File: src/rtl/mem_arbiter.sv
// Arbiter sharing one single-port, fixed-latency memory between the instruction
// fetch requester (I) and the data requester (D). D has priority, but after
// D_STREAK consecutive D grants taken while I was waiting, I is served once.
// A flush (i_cancel) drops a pending fetch or silences the ack of one in flight.
module mem_arbiter #(
  parameter int unsigned ADDR_W   = 16,
  parameter int unsigned DATA_W   = 16,
  parameter int unsigned LAT      = 4,
  parameter int unsigned D_STREAK = 3
) (
  input  logic              clk,
  input  logic              rst_n,
  input  logic              i_req,
  input  logic [ADDR_W-1:0] i_addr,
  input  logic              i_cancel,
  output logic              i_ack,
  output logic [DATA_W-1:0] i_rdata,
  input  logic              d_req,
  input  logic              d_wr,
  input  logic [ADDR_W-1:0] d_addr,
  input  logic [DATA_W-1:0] d_wdata,
  output logic              d_ack,
  output logic [DATA_W-1:0] d_rdata,
  output logic              mem_en,
  output logic              mem_wr,
  output logic [ADDR_W-1:0] mem_addr,
  output logic [DATA_W-1:0] mem_wdata,
  input  logic [DATA_W-1:0] mem_rdata,
  output logic              busy
);

  localparam int unsigned CNT_W    = $clog2(LAT + 1);
  localparam int unsigned STREAK_W = $clog2(D_STREAK + 1);

  localparam logic [CNT_W-1:0]    CntLast   = CNT_W'(LAT);
  localparam logic [STREAK_W-1:0] StreakMax = STREAK_W'(D_STREAK);

  typedef enum logic [1:0] {
    StIdle,
    StBusyI,
    StBusyD
  } state_e;

  state_e              state_q, state_d;
  logic [CNT_W-1:0]    cnt_q, cnt_d;
  logic [STREAK_W-1:0] streak_q, streak_d;
  logic                cancel_q, cancel_d;
  logic                wr_q, wr_d;
  logic [ADDR_W-1:0]   addr_q, addr_d;
  logic [DATA_W-1:0]   wdata_q, wdata_d;

  logic i_eff;
  logic grant_d;
  logic grant_i;
  logic last_cycle;

  // A fetch flushed in the same cycle is not a candidate for the grant.
  assign i_eff      = i_req && !i_cancel;
  assign grant_d    = (state_q == StIdle) && d_req && !(i_eff && (streak_q == StreakMax));
  assign grant_i    = (state_q == StIdle) && i_eff && !grant_d;
  assign last_cycle = (cnt_q == CntLast);

  // Next-state, latency counter, starvation streak and latched transaction fields.
  always_comb begin
    state_d  = state_q;
    cnt_d    = cnt_q;
    streak_d = streak_q;
    cancel_d = cancel_q;
    wr_d     = wr_q;
    addr_d   = addr_q;
    wdata_d  = wdata_q;

    case (state_q)
      StIdle: begin
        cnt_d    = '0;
        cancel_d = 1'b0;
        if (grant_d) begin
          state_d = StBusyD;
          wr_d    = d_wr;
          addr_d  = d_addr;
          wdata_d = d_wdata;
        end else if (grant_i) begin
          state_d = StBusyI;
          wr_d    = 1'b0;
          addr_d  = i_addr;
          wdata_d = '0;
        end
      end
      StBusyI: begin
        // The memory op always runs to completion; only the ack is suppressed.
        if (i_cancel) begin
          cancel_d = 1'b1;
        end
        if (last_cycle) begin
          state_d  = StIdle;
          cnt_d    = '0;
          cancel_d = 1'b0;
        end else begin
          cnt_d = cnt_q + 1'b1;
        end
      end
      StBusyD: begin
        if (last_cycle) begin
          state_d = StIdle;
          cnt_d   = '0;
        end else begin
          cnt_d = cnt_q + 1'b1;
        end
      end
      default: begin
        state_d = StIdle;
        cnt_d   = '0;
      end
    endcase

    // Streak only measures D grants taken while I is actually waiting.
    if (!i_req || grant_i) begin
      streak_d = '0;
    end else if (grant_d && (streak_q != StreakMax)) begin
      streak_d = streak_q + 1'b1;
    end
  end

  // State register with synchronous active-low reset.
  always_ff @(posedge clk) begin
    if (!rst_n) begin
      state_q  <= StIdle;
      cnt_q    <= '0;
      streak_q <= '0;
      cancel_q <= 1'b0;
      wr_q     <= 1'b0;
      addr_q   <= '0;
      wdata_q  <= '0;
    end else begin
      state_q  <= state_d;
      cnt_q    <= cnt_d;
      streak_q <= streak_d;
      cancel_q <= cancel_d;
      wr_q     <= wr_d;
      addr_q   <= addr_d;
      wdata_q  <= wdata_d;
    end
  end

  // Strobes are gated by rst_n so a transaction being abandoned never acks.
  always_comb begin
    busy      = (state_q != StIdle);
    mem_en    = rst_n && busy && (cnt_q == '0);
    mem_wr    = wr_q;
    mem_addr  = addr_q;
    mem_wdata = wdata_q;
    d_ack     = rst_n && (state_q == StBusyD) && last_cycle;
    i_ack     = rst_n && (state_q == StBusyI) && last_cycle && !cancel_q && !i_cancel;
    i_rdata   = i_ack ? mem_rdata : '0;
    d_rdata   = d_ack ? mem_rdata : '0;
  end

  ack_exclusive_a : assert property (@(posedge clk) disable iff (!rst_n) !(i_ack && d_ack));
  cnt_range_a     : assert property (@(posedge clk) disable iff (!rst_n) cnt_q <= CntLast);

endmodule

File: config.mk
export PLATFORM = sky130hd
export DESIGN_NAME = mem_arbiter
export DESIGN_NICKNAME = d
export VERILOG_FILES = /design/src/rtl/mem_arbiter.sv
export SDC_FILE = /design/constraint.sdc
export NUM_CORES = 1
export LEC_CHECK = 0
export CAP_MARGIN = 5
export CORE_UTILIZATION = 39
export CTS_BUF_LIST = sky130_fd_sc_hd__clkbuf_4
export DETAILED_ROUTE_END_ITERATION = 16
export PLACE_DENSITY = 0.95
export SYNTH_ARGS = -nofsm -noshare
export SYNTH_HDL_FRONTEND = slang
export SYNTH_SLANG_ARGS = --single-unit
File: constraint.sdc
create_clock -name clk -period 3.7 [get_ports clk]
set_input_delay 0.74 -clock clk [delete_from_list [all_inputs] [get_ports clk]]
set_output_delay 0.74 -clock clk [all_outputs]
set_load 0.01 [all_outputs]
Word-level counts from Yosys, hierarchy flattened. Cells that the tools add are included. W data, S select, Z words.

Add/subtract/negate cells: 2. Equality and inequality tests: 8. Multiplexer cells: 15. Bitwise logic cells: 2. Reduce and logical (&&, ||, !) cells: 32.

Operator list (number): $mux W16 (6); $logic_and A1 B1 Y1 (15); $mux W2 (3); $ne A3 B3 Y1 const B (2); $reduce_and A2 Y1 (3); $reduce_bool A2 Y1 (3); $logic_not A1 Y1 (5); $eq A2 B2 Y1 const B (2); $mux W1 (4); $pmux W2 S2 (1); $reduce_or A2 Y1 (2); $add A3 B1 Y3 const B (1); $eq A3 B3 Y1 const B (1); $logic_not A3 Y1 (1); $reduce_or A3 Y1 (1); $add A2 B1 Y2 const B (1); $eq A2 B1 Y1 const B (1); $logic_not A2 Y1 (1); $ne A2 B1 Y1 const B (1); $ne A2 B2 Y1 const B (1); $not A1 Y1 (2); $pmux W1 S2 (1); $logic_or A1 B1 Y1 (1).

Register bits: 41. Bits of input ports: 70. Output and inout bits: 69. Logic and storage cells: 66.

Logic depth before layout (Yosys ltp).
Word-level depth: 10. Depth in mapped cells: 8. Mapped depth without buffers: 6.

Worst setup path before layout. Ideal clock, no wire load.

Path kind: input port to output port. Start point: input port rst_n. End point: output port i_rdata[10]. Data arrival time: 1543 ps. Required time: 2960 ps. Setup slack: 1417 ps. Stages: 4. Path buffers: 1. Path through: nand3_2 -> nor4b_4 -> buf_4 -> and2_1.

Word-level cells in the longest chain between the ends: 5.

Ends and longest elaborated chain: start, declared (line 12) `input logic rst_n,`; $logic_and A1 B1 Y1 (4 in a row) (line 153) `i_ack = rst_n && (state_q == StBusyI) && last_cycle && !cancel_q && !i_cancel;`; named net i_ack (line 16) `output logic i_ack,`; $mux W16 (line 154) `i_rdata = i_ack ? mem_rdata : '0;`; end, declared (line 17) `output logic [DATA_W-1:0] i_rdata,`.

The timed path passes the listed nets, and every way through them passes these cells.

Final worst setup path.
Start point: input port rst_n. End point: output port i_rdata[3].

Word-level cells in the longest chain between the ends: 5.

Ends and longest elaborated chain (line): $logic_and A1 B1 Y1 (4 in a row) (153); $mux W16 (154).

Every way passes these cells.

==> flow_metrics.env <==
export IMPL_ant_nets=0
export IMPL_post_route_util_pct=71.8
export IMPL_root_buffer="clkbuf_4"
export IMPL_fin_crit_sh_pct=93.4
export IMPL_drtIter0Drc=68
export IMPL_n_antenna_cell=0
export IMPL_worstMarginPinSlew_ns=0.687
export IMPL_pin_count=139
export IMPL_post_cts_buffers=0
export IMPL_end_kind="primary output"
export IMPL_crit_buf_inv=2
export IMPL_worstPathMaxFanout=17
export IMPL_slew_violations=0
export IMPL_crit_end="i_rdata[3]"
export IMPL_powerDensity_mw_per_mm2=567
export IMPL_io_buffers=138
export IMPL_async_reset_ff_share_pct=0
export IMPL_rows=25
export IMPL_cts_hold_buf=0
export IMPL_layout_min_cycle_time_ns=3.46
export IMPL_nFillCells=376
export IMPL_reg2reg_depth=6
export IMPL_finalHoldViolCount=0
export IMPL_grt_use_total_pct=22.3
export IMPL_clkPwrFrac_pct=11.3
export IMPL_p_leak_nw=1.32
export IMPL_ir_drop_uv=383
export IMPL_synth_cell_area_mm2=0.00201
export IMPL_place_area_mm2=0.00342
export IMPL_core_area_mm2=0.00485
export IMPL_cts_buffers=5
export IMPL_tns_ns=0
export IMPL_grt_pass1_vias=2094
export IMPL_wl_mm=6.11
export IMPL_clock_latency_ns=0.35
export IMPL_p_seq_share_pct=33.6
export IMPL_power_switching_uw=802
export IMPL_path_class="input port to primary output"
export IMPL_wl_per_cell_um=13.8
export IMPL_firstDrtPassIters=4
export IMPL_cts_resized=0
export IMPL_cts_tree="yes"
export IMPL_nets=451
export IMPL_fmax_mhz=289
export IMPL_overflow=0
export IMPL_setup_violations=0
export IMPL_layout_drive_gt1_share_pct=4.80
export IMPL_synth_seq_area_share_pct=40.9
export IMPL_grt_max_degree=42
export IMPL_ys_warn_count=0
export IMPL_rr_startpoint="state_q[0]"
export IMPL_final_area_mm2=0.00348
export IMPL_drc=0
export IMPL_grt_pass1_wl_mm=9.35
export IMPL_arrival_ns=2.72
export IMPL_swShare_pct=40.6
export IMPL_die_w_um=73.7
export IMPL_critPathLaunch="rst_n"
export IMPL_maxCapViolCount=0
export IMPL_dieArea_mm2=0.00543
export IMPL_clock_sinks=41
export IMPL_initial_core_util_pct=41.4
export IMPL_area_growth_synth_to_final_pct=73.5
export IMPL_vias=2212
export IMPL_synth_net_count=316
export IMPL_antenna_found_initial=0
export IMPL_setup_ws_ns=0.244
export IMPL_ys_types=31
export IMPL_hold_ws_ns=0.473
export IMPL_multi_input_area_mm2=0.00108
export IMPL_cp_common_cell="clkdlybuf4s50_1"
export IMPL_cp_slowest_cell="nor4b_4"
export IMPL_slew_headroom_pct=53.9
export IMPL_synth_cells=239
export IMPL_grt_setup_unrepaired="no"
export IMPL_status="complete, no violations"
export IMPL_synth_avg_cell_area_um2=8.39
export IMPL_critPathTopFamily="buffers and inverters"
export IMPL_die_h_um=73.7
export IMPL_combinationalPowerShare_pct=55.1
export IMPL_path_cells="clkdlybuf4s50_1, nand3_2, nor4b_4, and2_1, clkdlybuf4s50_1"
export IMPL_hold_class="register to register"
export IMPL_synth_edf_count=0
export IMPL_startpoint_type="input port"
export IMPL_gp_routability_congestion=0.752
export IMPL_clk_pin_slew_worst_paths_ns=0.12
export IMPL_cp_depth=5
export IMPL_dp_slack_ns=0.203
export IMPL_final_setup_skew_ns=0.00283
export IMPL_regArea_um2=821
export IMPL_htreeDepth=2
export IMPL_required_ns=2.96
export IMPL_synth_seq_cells=41
export IMPL_synth_top_flop_cell="dfxtp_1"
export IMPL_intPower_mw=1.17
export IMPL_clock_path_buffers=2
export IMPL_reg2reg_slack_ns=1.70
export IMPL_critPathMaxStageDelay_ns=0.61
export IMPL_dp_final_hpwl_mm=4.59
export IMPL_r2r_end="mem_addr[11]"
export IMPL_via_per_inst=5.00
## registers in the layout, indices dropped and copies added, names as in the netlist
register   flops
cnt_q          3
cancel_q       1
mem_wr         1
state_q        2
mem_wdata     16
mem_addr      16
streak_q       2
## layout by cell type (no fill, tap or decap), drive strengths merged, types with 2 or more instances in the layout
cell type      count
dfxtp             41
ha                 7
clkinv             2
nor2               7
o21ai             19
inv                7
buf                4
a21oi             35
a32oi              2
nand3              3
clkbuf             5
nand2             23
a22oi             18
nor3               2
nor2b             19
clkdlybuf4s50    138
and2              33
## Yosys cell counts (4+ instances only)
cell type	instances	share of area (%)
nor2_1	7	1.3
clkbuf_1	4	0.75
ha_1	7	4.4
o21ai_0	16	4.0
dfxtp_1	41	41
a21oi_1	34	8.5
nand2_1	23	4.3
inv_1	7	1.3
a22oi_1	18	6.7
and2_1	33	10
buf_2	7	1.7
nor2b_1	18	5.6
## power groups by stage
stage / clock (mW) / combinational (mW) / sequential [mW]
final: 0.223 / 1.09 / 0.663
after detailed placement: 0 / 1.08 / 0.668
after global placement: 0 / 1.05 / 0.663
after global routing: 0.249 / 1.18 / 0.677
after floorplan: 0 / 0.570 / 0.716
after CTS: 0.225 / 1.09 / 0.662
## worst register-to-register path: stages (launching register included)
cell      delay [ns]
dfxtp_1         0.35
inv_1           0.11
ha_1            0.25
nand2_1         0.18
a21boi_2        0.60
o21ai_0         0.23
a21oi_1         0.21
## worst min-delay path by stage
stage,depth (start not counted),to,slack [ns],start
floorplan,1,cnt_q[0],0.42,cnt_q[0]
global placement,1,cnt_q[0],0.43,cnt_q[0]
global route,1,cnt_q[0],0.49,cnt_q[0]
CTS,1,cnt_q[0],0.47,cnt_q[0]
finish,1,cnt_q[0],0.47,cnt_q[0]
detailed placement,1,cnt_q[0],0.46,cnt_q[0]
## logic make-up (layout without fill, tap and decap cells)
kind of cell	after synthesis	after routing	synth area share, %
xor gates and xnor gates	1	1	0.437
buffers and inverters	21	157	5.11
adders and majority gates	7	7	4.37
and+or+nand+nor	93	93	26.4
AOI/OAI and AO/OA	76	76	22.8
DFF	41	41	40.9
## area by class of cell
cell class              count  share of cell area [%]
clock inverters             3                   0.503
multi-input cells         177                    31.1
inverters                   7                   0.755
flip-flops and latches     41                    23.6
repair buffers            142                    40.6
clock buffers               5                    1.08
well taps                  67                    2.41
## stage by stage
stage               instances  total power [mW]
finish                    442              1.97
global route              442              2.11
global placement          434              1.71
detailed placement        434              1.75
floorplan                 239              1.29
CTS                       442              1.98
## routing by layer
layer	wire length, um	track usage [%]	share of wire (%)	vias up
met5	0	0	0	-
met4	93	8.55	1.5	0
met3	539	6.31	8.8	13
met2	3050	42.0	50	115
met1	2430	23.0	40	998
li1	-	-	-	1086
Note: power is estimated with default switching activity, not from simulation.
